==> config.mk <==
export PLATFORM = sky130hd
export DESIGN_NAME = cpu_control_unit_flat
export DESIGN_NICKNAME = d
export VERILOG_FILES = /design/src/rtl/cpu_control_unit_if.sv /design/src/rtl/cpu_control_unit.sv /design/src/flat_wrapper.sv
export SDC_FILE = /design/constraint.sdc
export NUM_CORES = 1
export LEC_CHECK = 0
export BUFFER_PORTS_ARGS = -buffer_cell sky130_fd_sc_hd__buf_2
export CORE_MARGIN = 2
export CORE_UTILIZATION = 60
export DETAILED_ROUTE_END_ITERATION = 8
export HOLD_SLACK_MARGIN = 0.02
export PLACE_DENSITY = 0.95
export SLEW_MARGIN = 20
export SYNTH_ARGS = -nofsm -noshare
export SYNTH_HDL_FRONTEND = slang
export SYNTH_SLANG_ARGS = --single-unit
==> constraint.sdc <==
create_clock -name clk -period 8.9 [get_ports clk]
set_input_delay 2.67 -clock clk [delete_from_list [all_inputs] [get_ports clk]]
set_output_delay 2.67 -clock clk [all_outputs]
set_load 0.01 [all_outputs]
==> src/rtl/cpu_control_unit_if.sv <==
// Bus bundle between the control unit and its instruction memory, register file and output consumer.
// The master side is the control unit; the slave side is the surrounding datapath/environment.
interface cpu_control_unit_if;
    logic [15:0] pc;
    logic [15:0] instruction;
    logic [2:0]  rf_raddr_a;
    logic [15:0] rf_rdata_a;
    logic [2:0]  rf_raddr_b;
    logic [15:0] rf_rdata_b;
    logic        rf_we;
    logic [2:0]  rf_waddr;
    logic [15:0] rf_wdata;
    logic [15:0] out_data;
    logic        out_valid;
    logic        out_ready;
    logic        halted;

    modport master (
        output pc, rf_raddr_a, rf_raddr_b, rf_we, rf_waddr, rf_wdata,
               out_data, out_valid, halted,
        input  instruction, rf_rdata_a, rf_rdata_b, out_ready
    );

    modport slave (
        input  pc, rf_raddr_a, rf_raddr_b, rf_we, rf_waddr, rf_wdata,
               out_data, out_valid, halted,
        output instruction, rf_rdata_a, rf_rdata_b, out_ready
    );
endinterface

==> src/rtl/cpu_control_unit.sv <==
// Multi-cycle fetch/decode/execute sequencer for the 16-bit core; 3-4 cycles per instruction, out stalls on ready.
// Optional CTRL_SINGLE_STEP_EN adds a 'step' port that gates FETCH.
module cpu_control_unit #(
    parameter logic [15:0] RESET_PC = 16'h0000
) (
    input  logic clk,
    input  logic rst,
`ifdef CTRL_SINGLE_STEP_EN
    input  logic step,
`endif
    cpu_control_unit_if.master bus
);
    typedef enum logic [2:0] {
        S_FETCH  = 3'd0,
        S_DECODE = 3'd1,
        S_EXEC   = 3'd2,
        S_SWAP2  = 3'd3,
        S_OUT    = 3'd4,
        S_HALT   = 3'd5
    } state_t;

    localparam logic [2:0] OP_NOP  = 3'b000;
    localparam logic [2:0] OP_SUB  = 3'b001;
    localparam logic [2:0] OP_ADD  = 3'b010;
    localparam logic [2:0] OP_HALT = 3'b011;
    localparam logic [2:0] OP_OUT  = 3'b100;
    localparam logic [2:0] OP_LDI  = 3'b101;
    localparam logic [2:0] OP_JUMP = 3'b110;
    localparam logic [2:0] OP_REPL = 3'b111;

    state_t      r_state;
    logic [15:0] r_pc;
    logic [15:0] r_ir;
    logic [15:0] r_a;
    logic [15:0] r_b;
    logic [15:0] r_out_data;

    state_t      w_state_next;
    logic [15:0] w_pc_next;
    logic        w_ir_load;
    logic        w_out_load;
    logic        w_we;
    logic [2:0]  w_waddr;
    logic [15:0] w_wdata;
    logic        w_fetch_go;

    wire  [2:0]  w_op       = r_ir[15:13];
    wire  [2:0]  w_rd       = r_ir[12:10];
    wire  [2:0]  w_rs       = r_ir[9:7];
    wire  [15:0] w_imm_zext = {6'd0, r_ir[9:0]};
    wire  [15:0] w_imm_sext = {{6{r_ir[9]}}, r_ir[9:0]};
    wire  [15:0] w_pc_inc   = r_pc + 16'd1;

`ifdef CTRL_SINGLE_STEP_EN
    assign w_fetch_go = step;
`else
    assign w_fetch_go = 1'b1;
`endif

    always_ff @(posedge clk) begin
        if (rst) begin
            r_state    <= S_FETCH;
            r_pc       <= RESET_PC;
            r_ir       <= 16'd0;
            r_a        <= 16'd0;
            r_b        <= 16'd0;
            r_out_data <= 16'd0;
        end else begin
            r_state <= w_state_next;
            r_pc    <= w_pc_next;
            if (w_ir_load)
                r_ir <= bus.instruction;
            if (r_state == S_DECODE) begin
                r_a <= bus.rf_rdata_a;
                r_b <= bus.rf_rdata_b;
            end
            if (w_out_load)
                r_out_data <= r_a;
        end
    end

    always_comb begin
        w_state_next = r_state;
        w_pc_next    = r_pc;
        w_ir_load    = 1'b0;
        w_out_load   = 1'b0;
        w_we         = 1'b0;
        w_waddr      = 3'd0;
        w_wdata      = 16'd0;
        case (r_state)
            S_FETCH: begin
                if (w_fetch_go) begin
                    w_ir_load    = 1'b1;
                    w_state_next = S_DECODE;
                end
            end
            S_DECODE: w_state_next = S_EXEC;
            S_EXEC: begin
                w_pc_next    = w_pc_inc;
                w_state_next = S_FETCH;
                case (w_op)
                    OP_NOP: ;
                    OP_SUB: begin
                        w_we    = 1'b1;
                        w_waddr = w_rd;
                        w_wdata = r_a - r_b;
                    end
                    OP_ADD: begin
                        w_we    = 1'b1;
                        w_waddr = w_rd;
                        w_wdata = r_a + r_b;
                    end
                    OP_HALT: begin
                        w_pc_next    = r_pc;
                        w_state_next = S_HALT;
                    end
                    OP_OUT: begin
                        w_pc_next    = r_pc;
                        w_out_load   = 1'b1;
                        w_state_next = S_OUT;
                    end
                    OP_LDI: begin
                        w_we    = 1'b1;
                        w_waddr = w_rd;
                        w_wdata = w_imm_zext;
                    end
                    OP_JUMP: begin
                        if (r_a == 16'd0)
                            w_pc_next = r_pc + w_imm_sext;
                    end
                    OP_REPL: begin
                        // First half of the swap; A still holds the old rd for SWAP2.
                        w_pc_next    = r_pc;
                        w_we         = 1'b1;
                        w_waddr      = w_rd;
                        w_wdata      = r_b;
                        w_state_next = S_SWAP2;
                    end
                endcase
            end
            S_SWAP2: begin
                w_we         = 1'b1;
                w_waddr      = w_rs;
                w_wdata      = r_a;
                w_pc_next    = w_pc_inc;
                w_state_next = S_FETCH;
            end
            S_OUT: begin
                if (bus.out_ready) begin
                    w_pc_next    = w_pc_inc;
                    w_state_next = S_FETCH;
                end
            end
            S_HALT: ;
            default: w_state_next = S_FETCH;
        endcase
    end

    assign bus.pc         = r_pc;
    assign bus.rf_raddr_a = w_rd;
    assign bus.rf_raddr_b = w_rs;
    // Reset blocks the write at the same edge so an interrupted swap never completes.
    assign bus.rf_we      = w_we & ~rst;
    assign bus.rf_waddr   = w_waddr;
    assign bus.rf_wdata   = w_wdata;
    assign bus.out_data   = r_out_data;
    assign bus.out_valid  = (r_state == S_OUT);
    assign bus.halted     = (r_state == S_HALT);
endmodule

==> src/flat_wrapper.sv <==
// flat-port wrapper written by rule: the top's interface ports become plain ports
module cpu_control_unit_flat 
#(
    parameter logic [15:0] RESET_PC = 16'h0000
)
  (clk, rst, bus_pc, bus_rf_raddr_a, bus_rf_raddr_b, bus_rf_we, bus_rf_waddr, bus_rf_wdata, bus_out_data, bus_out_valid, bus_halted, bus_instruction, bus_rf_rdata_a, bus_rf_rdata_b, bus_out_ready);
  cpu_control_unit_if bus_i ();
  input  logic clk;
  input  logic rst;
  output wire logic [$bits(bus_i.pc)-1:0] bus_pc;
  output wire logic [$bits(bus_i.rf_raddr_a)-1:0] bus_rf_raddr_a;
  output wire logic [$bits(bus_i.rf_raddr_b)-1:0] bus_rf_raddr_b;
  output wire logic [$bits(bus_i.rf_we)-1:0] bus_rf_we;
  output wire logic [$bits(bus_i.rf_waddr)-1:0] bus_rf_waddr;
  output wire logic [$bits(bus_i.rf_wdata)-1:0] bus_rf_wdata;
  output wire logic [$bits(bus_i.out_data)-1:0] bus_out_data;
  output wire logic [$bits(bus_i.out_valid)-1:0] bus_out_valid;
  output wire logic [$bits(bus_i.halted)-1:0] bus_halted;
  input wire logic [$bits(bus_i.instruction)-1:0] bus_instruction;
  input wire logic [$bits(bus_i.rf_rdata_a)-1:0] bus_rf_rdata_a;
  input wire logic [$bits(bus_i.rf_rdata_b)-1:0] bus_rf_rdata_b;
  input wire logic [$bits(bus_i.out_ready)-1:0] bus_out_ready;
  assign bus_pc = bus_i.pc;
  assign bus_rf_raddr_a = bus_i.rf_raddr_a;
  assign bus_rf_raddr_b = bus_i.rf_raddr_b;
  assign bus_rf_we = bus_i.rf_we;
  assign bus_rf_waddr = bus_i.rf_waddr;
  assign bus_rf_wdata = bus_i.rf_wdata;
  assign bus_out_data = bus_i.out_data;
  assign bus_out_valid = bus_i.out_valid;
  assign bus_halted = bus_i.halted;
  assign bus_i.instruction = bus_instruction;
  assign bus_i.rf_rdata_a = bus_rf_rdata_a;
  assign bus_i.rf_rdata_b = bus_rf_rdata_b;
  assign bus_i.out_ready = bus_out_ready;
  cpu_control_unit #(.RESET_PC(RESET_PC)) u_core (.clk(clk), .rst(rst), .bus(bus_i));
endmodule
* Word level (Yosys, flattened, before mapping)
Index checks and enable logic that the tools add are counted.
Operators by class: bitwise operators 3, eq/ne operators 14, multiplexer cells 16, add/subtract/negate cells 4, reduce and logical (&&, ||, !) cells 7
Operators with widths (count):
- 16-bit one-hot mux with 2 select lines | 2
- 16-bit one-hot mux with 4 select lines | 1
- 16-bit one-hot mux with 3 select lines | 1
- 16-bit adder | 2
- 16-bit 2-to-1 mux | 2
- 3-bit equality test (second input constant) | 6
- 16-bit by 1-bit adder with 16-bit output (second input constant) | 1
- 16-bit zero test | 1
- 16-bit subtractor | 1
- 3-bit one-hot mux with 5 select lines | 1
- 3-bit by 2-bit equality test with 1-bit output (second input constant) | 4
- 3-bit one-hot mux with 3 select lines | 1
- 3-bit by 1-bit equality test with 1-bit output (second input constant) | 2
- 3-bit 2-to-1 mux | 2
- 3-bit one-hot mux with 2 select lines | 1
- 1-bit 2-to-1 mux | 4
- 4-bit OR reduction | 1
- 3-bit zero test | 1
- 3-bit AND reduction | 1
- 3-bit nonzero test | 1
- 3-bit OR reduction | 1
- 2-bit by 1-bit inequality test with 1-bit output (second input constant) | 1
- 2-bit inequality test (second input constant) | 1
- 1-bit inverter | 2
- 3 further kinds | 3
Storage, ports and cells: word-level logic and storage cells 50, output and inout port bits 60, input bits 51, bits in registers 83

* Longest topological paths before layout
depth after elaboration 5, gate-level depth with buffers 14, gate-level depth less buffers 13

* Worst setup path before layout
Ideal clock, no wire load.
path type input-to-output, start point in rst, end point out bus_rf_we, stages 2, buffers on the path 1, data arrival time 3.206 ns, required time 6.230 ns, setup slack 3.024 ns, path through clkbuf_1 -> nor3_1
On the way: cells in the longest elaborated chain, start to end 2
Ends and longest elaborated chain:
- from (decl) | RTL line flat_wrapper.sv:9 | input logic rst;
- 1-bit inverter | RTL line cpu_control_unit.sv:163 | assign bus.rf_we = w_we & ~rst;
- 1-bit bitwise AND | RTL line cpu_control_unit.sv:163
- to (decl) | RTL line flat_wrapper.sv:13 | output wire logic [$bits(bus_i.rf_we)-1:0] bus_rf_we;
No other way between the ends.

* Final worst setup path
start point reg u_core.r_ir[14], end point out bus_rf_wdata[11]
On the way: cells in the longest elaborated chain, start to end 3, elaborated cells on any way between the ends 6, those cells by class 4 x eq/ne; 2 x mux
Ends and longest elaborated chain:
- from (decl) | RTL line cpu_control_unit.sv:33 | logic [15:0] r_ir;
- from (signal assigned) | RTL line cpu_control_unit.sv:72 | r_ir <= bus.instruction;
- 3-bit equality test, or another cell as far along | RTL line cpu_control_unit.sv:101 | case (w_op)
- 16-bit one-hot mux with 4 select lines (*) | RTL line cpu_control_unit.sv:101
- 16-bit one-hot mux with 2 select lines (*) | RTL line cpu_control_unit.sv:90 | case (r_state)
- to (decl) | RTL line flat_wrapper.sv:15 | output wire logic [$bits(bus_i.rf_wdata)-1:0] bus_rf_wdata;
Every way passes the cells marked *; elsewhere a longest branch is shown, timed or not.

==> impl_metrics.yaml <==
hold_path:
  min_path_cells: 2
  hold_class: "reg2reg"
sta:
  rsz0062_at_grt: "no"
  holdWs_ns: 0.457
  worst_pin_slew_ns: 1.03
  skew_ns: 0.00686
  fin_tns_setup_ns: 0
  setup_violations: 0
  fmax_mhz: 139
  slew_headroom: 0.310
  post-route-min-period_ns: 7.20
  fin_crit_sh: 0.809
  drv_slew: 0
  hold_viol_final: 0
logic_synthesis:
  synth_seq_cells: 83
  ys_types: 67
  synth-async-reset-ratio: 0
  syn_avg_cell_area_um2: 7.51
  yosysSeqAreaShare: 0.289
  synth_fp_nets: 852
  ys.flop_type: "dfxtp_1"
  synthCells: 765
  syn_area_um2: 5750
  synth_edf_count: 0
  yosysWarnings: 0
floorplan:
  die_x_um: 102
  io_pins: 111
  core_area_um2: 9280
  initial_core_util: 0.619
  chipHeight_um: 102
  dieArea_um2: 10400
  fp-row-count: 35
routing:
  finalWirelength_mm: 15.8
  ant_nets: 0
  via_count: 5947
  drc_errors: 0
  wire_per_inst_um: 16.3
  dr.first_iter.drc_count: 512
  viasPerCell: 6.12
  drt_first_pass_iters: 5
worst_setup_path:
  max_stage_delay_ns: 0.91
  path_class: "reg2out"
  crit_top_cell: "o21ai_0"
  endpoint_kind: "primary output"
  r2r-start: "u_core.r_ir[15]"
  r2r_slack_ns: 5.25
  path_max_fanout: 20
  r2r_end: "u_core.bus.pc[15]"
  critical_path.cell_chain: "inv_1 -> nor3_1 -> a31oi_1 -> xor2_1 -> ha_1 -> a2111o_1 -> o21ai_0 -> a21o_1 -> nor2_1 -> a311oi_1 -> xnor2_1 -> o21ai_0 -> buf_2"
  slowest_stage: "dfxtp_1"
  worstRegToRegCells: 7
  arrival_ns: 4.53
  cp.required_ns: 6.23
  startpoint: "u_core.r_ir[14]"
  startpoint_type: "flip-flop"
  crit_path_end: "bus_rf_wdata[11]"
layout:
  finalNetCount: 925
  layout-drive-gt1-share: 0.181
  diodes: 0
  area_growth_pct: 12.0
  fill_cells: 780
placement:
  gp_congestion: 0.964
  numPortBuffers: 110
  hpwl_mm: 11.5
power_and_ir_drop:
  p_per_area_nw_per_um2: 160
  power_w: 0.00103
  cellLeakagePower_nw: 2.67
  ir_drop_v: 0.0000866
grt:
  grt_pass1_vias: 5344
  globalRouteOverflowTotal: 0
  antenna_found_initial: 0
  grt_pass1_wl_mm: 25.5
  grt_start_max_net_pins: 87
  grt_usage: 0.309
job:
  cap_violations: 0
clock_tree:
  cts_resized: 0
  cts_tree: "yes"
  clk_pin_slew_ns: 0.09
  post-cts-setup-buffer-count: 0
  clock_latency_ns: 0.38
  cts_root_buffer: "clkbuf_8"
  h-tree-depth: 3
  clk_path_buf_depth: 2
  clock-sinks: 83
  cts_made_buffers: 9
  ctsHoldBuffers: 0
status:
  status: "completed"
==> cell type report <==
type / instances / area, µm² / share of cell area
timing repair buffer: 113 / 573 / 0.0890
clock buffer: 10 / 128 / 0.0198
clock inverter: 6 / 72.6 / 0.0113
multi-input combinational: 616 / 3780 / 0.588
inverter: 15 / 56.3 / 0.00875
sequential: 83 / 1660 / 0.258
tap: 129 / 161 / 0.0251
==> cell usage after synthesis (4+ instances only) <==
cell type  count  area share
o221ai_1       5      0.0076
or3_1          6      0.0065
clkbuf_1      33       0.022
nor2b_1        4      0.0044
buf_4          6      0.0078
nand2_1      155        0.10
a22o_1         9       0.014
a211oi_1       6      0.0078
nand3_1       31       0.027
nand4_1        4      0.0044
a31oi_1        9      0.0098
inv_1         15      0.0098
nor3_1        15       0.013
xor2_1        11       0.017
a21oi_1      104       0.091
o21a_1         4      0.0052
buf_2          5      0.0044
nor2_1        34       0.022
mux2i_1        7       0.012
ha_1          34       0.074
nor3b_1        7      0.0091
o21bai_1       4      0.0052
a21o_1        12       0.016
nand2b_1       5      0.0054
a22oi_1       10       0.013
dfxtp_1       83        0.29
buf_6          5      0.0098
o22ai_1        6      0.0065
xnor2_1       30       0.046
o21ai_0       34       0.030
o31ai_1        6      0.0078
and2_1         5      0.0054
nor4_1         7      0.0076
==> stage by stage <==
step | std cells | instance area [µm²] | utilization | setup slack (ns)
floorplan | 765 | 5750 | - | 3.02
global placement | 956 | 6230 | 0.671 | 2.39
detailed placement | 956 | 6230 | 0.671 | 2.33
CTS | 972 | 6430 | 0.692 | 1.88
global route | 972 | 6440 | 0.693 | 1.46
finish | 972 | 6440 | 0.693 | 1.70
==> layout by cell type, fill, tap and decap left out, types with 5 or more instances in the layout <==
master	count
nand2_1	155
buf_2	110
a21oi_1	104
dfxtp_1	83
o21ai_0	34
nor2_1	34
ha_1	34
nand3_1	31
xnor2_1	30
nor3_1	15
inv_1	15
a21o_1	12
xor2_1	11
a22oi_1	10
a31oi_1	9
a22o_1	9
clkbuf_8	9
mux2i_1	7
nor4_1	7
nor3b_1	6
a211oi_1	6
or3_1	6
o31ai_1	6
o22ai_1	6
and2_1	5
o221ai_1	5
==> report_power, final <==
group          internal (W)  leakage (nW)  switching (W)  total [W]
registers          0.000391         0.677      0.0000398   0.000431
logic              0.000132          1.90       0.000179   0.000311
clock network      0.000133        0.0975       0.000154   0.000287
total              0.000656          2.67       0.000373    0.00103
==> worst max-delay path: cells and delay by family (launching register included) <==
family | cells | cell delay [ns]
buf+inv | 2 | 0.36
fa+ha+maj | 1 | 0.35
compound gates | 6 | 1.32
simple gates | 2 | 0.90
flops | 1 | 0.91
xor+xnor | 2 | 0.30
==> metal layers <==
metal,global-route usage,part of all wire
met1,0.416,0.42
met2,0.508,0.47
met3,0.0472,0.090
met4,0.109,0.024
met5,0,0
==> worst min-delay path by stage <==
stage | from | end | slack [ns]
after global routing | u_core.bus.out_data[6] | u_core.bus.out_data[6] | 0.48
after detailed placement | u_core.bus.out_data[6] | u_core.bus.out_data[6] | 0.45
after CTS | u_core.bus.out_data[6] | u_core.bus.out_data[6] | 0.46
after floorplan | u_core.r_ir[10] | u_core.r_ir[10] | 0.45
final | u_core.bus.out_data[6] | u_core.bus.out_data[6] | 0.46
after global placement | u_core.bus.out_data[6] | u_core.bus.out_data[6] | 0.44
==> sequential cells by signal, indices dropped and copies added (netlist names) <==
signal               flops
u_core.bus.out_data     16
u_core.bus.pc           16
u_core.r_a              16
u_core.r_b              16
u_core.r_ir             16
u_core.r_state           3
==> cell families after synthesis <==
| family | Yosys count | synth area share |
|---|---|---|
| compound gates | 236 | 0.257 |
| mux | 10 | 0.0181 |
| fa+ha+maj | 36 | 0.0810 |
| simple gates | 293 | 0.237 |
| xor+xnor | 41 | 0.0625 |
| flops | 83 | 0.289 |
| buf+inv | 66 | 0.0553 |
Power figures use the tool's default switching activity.
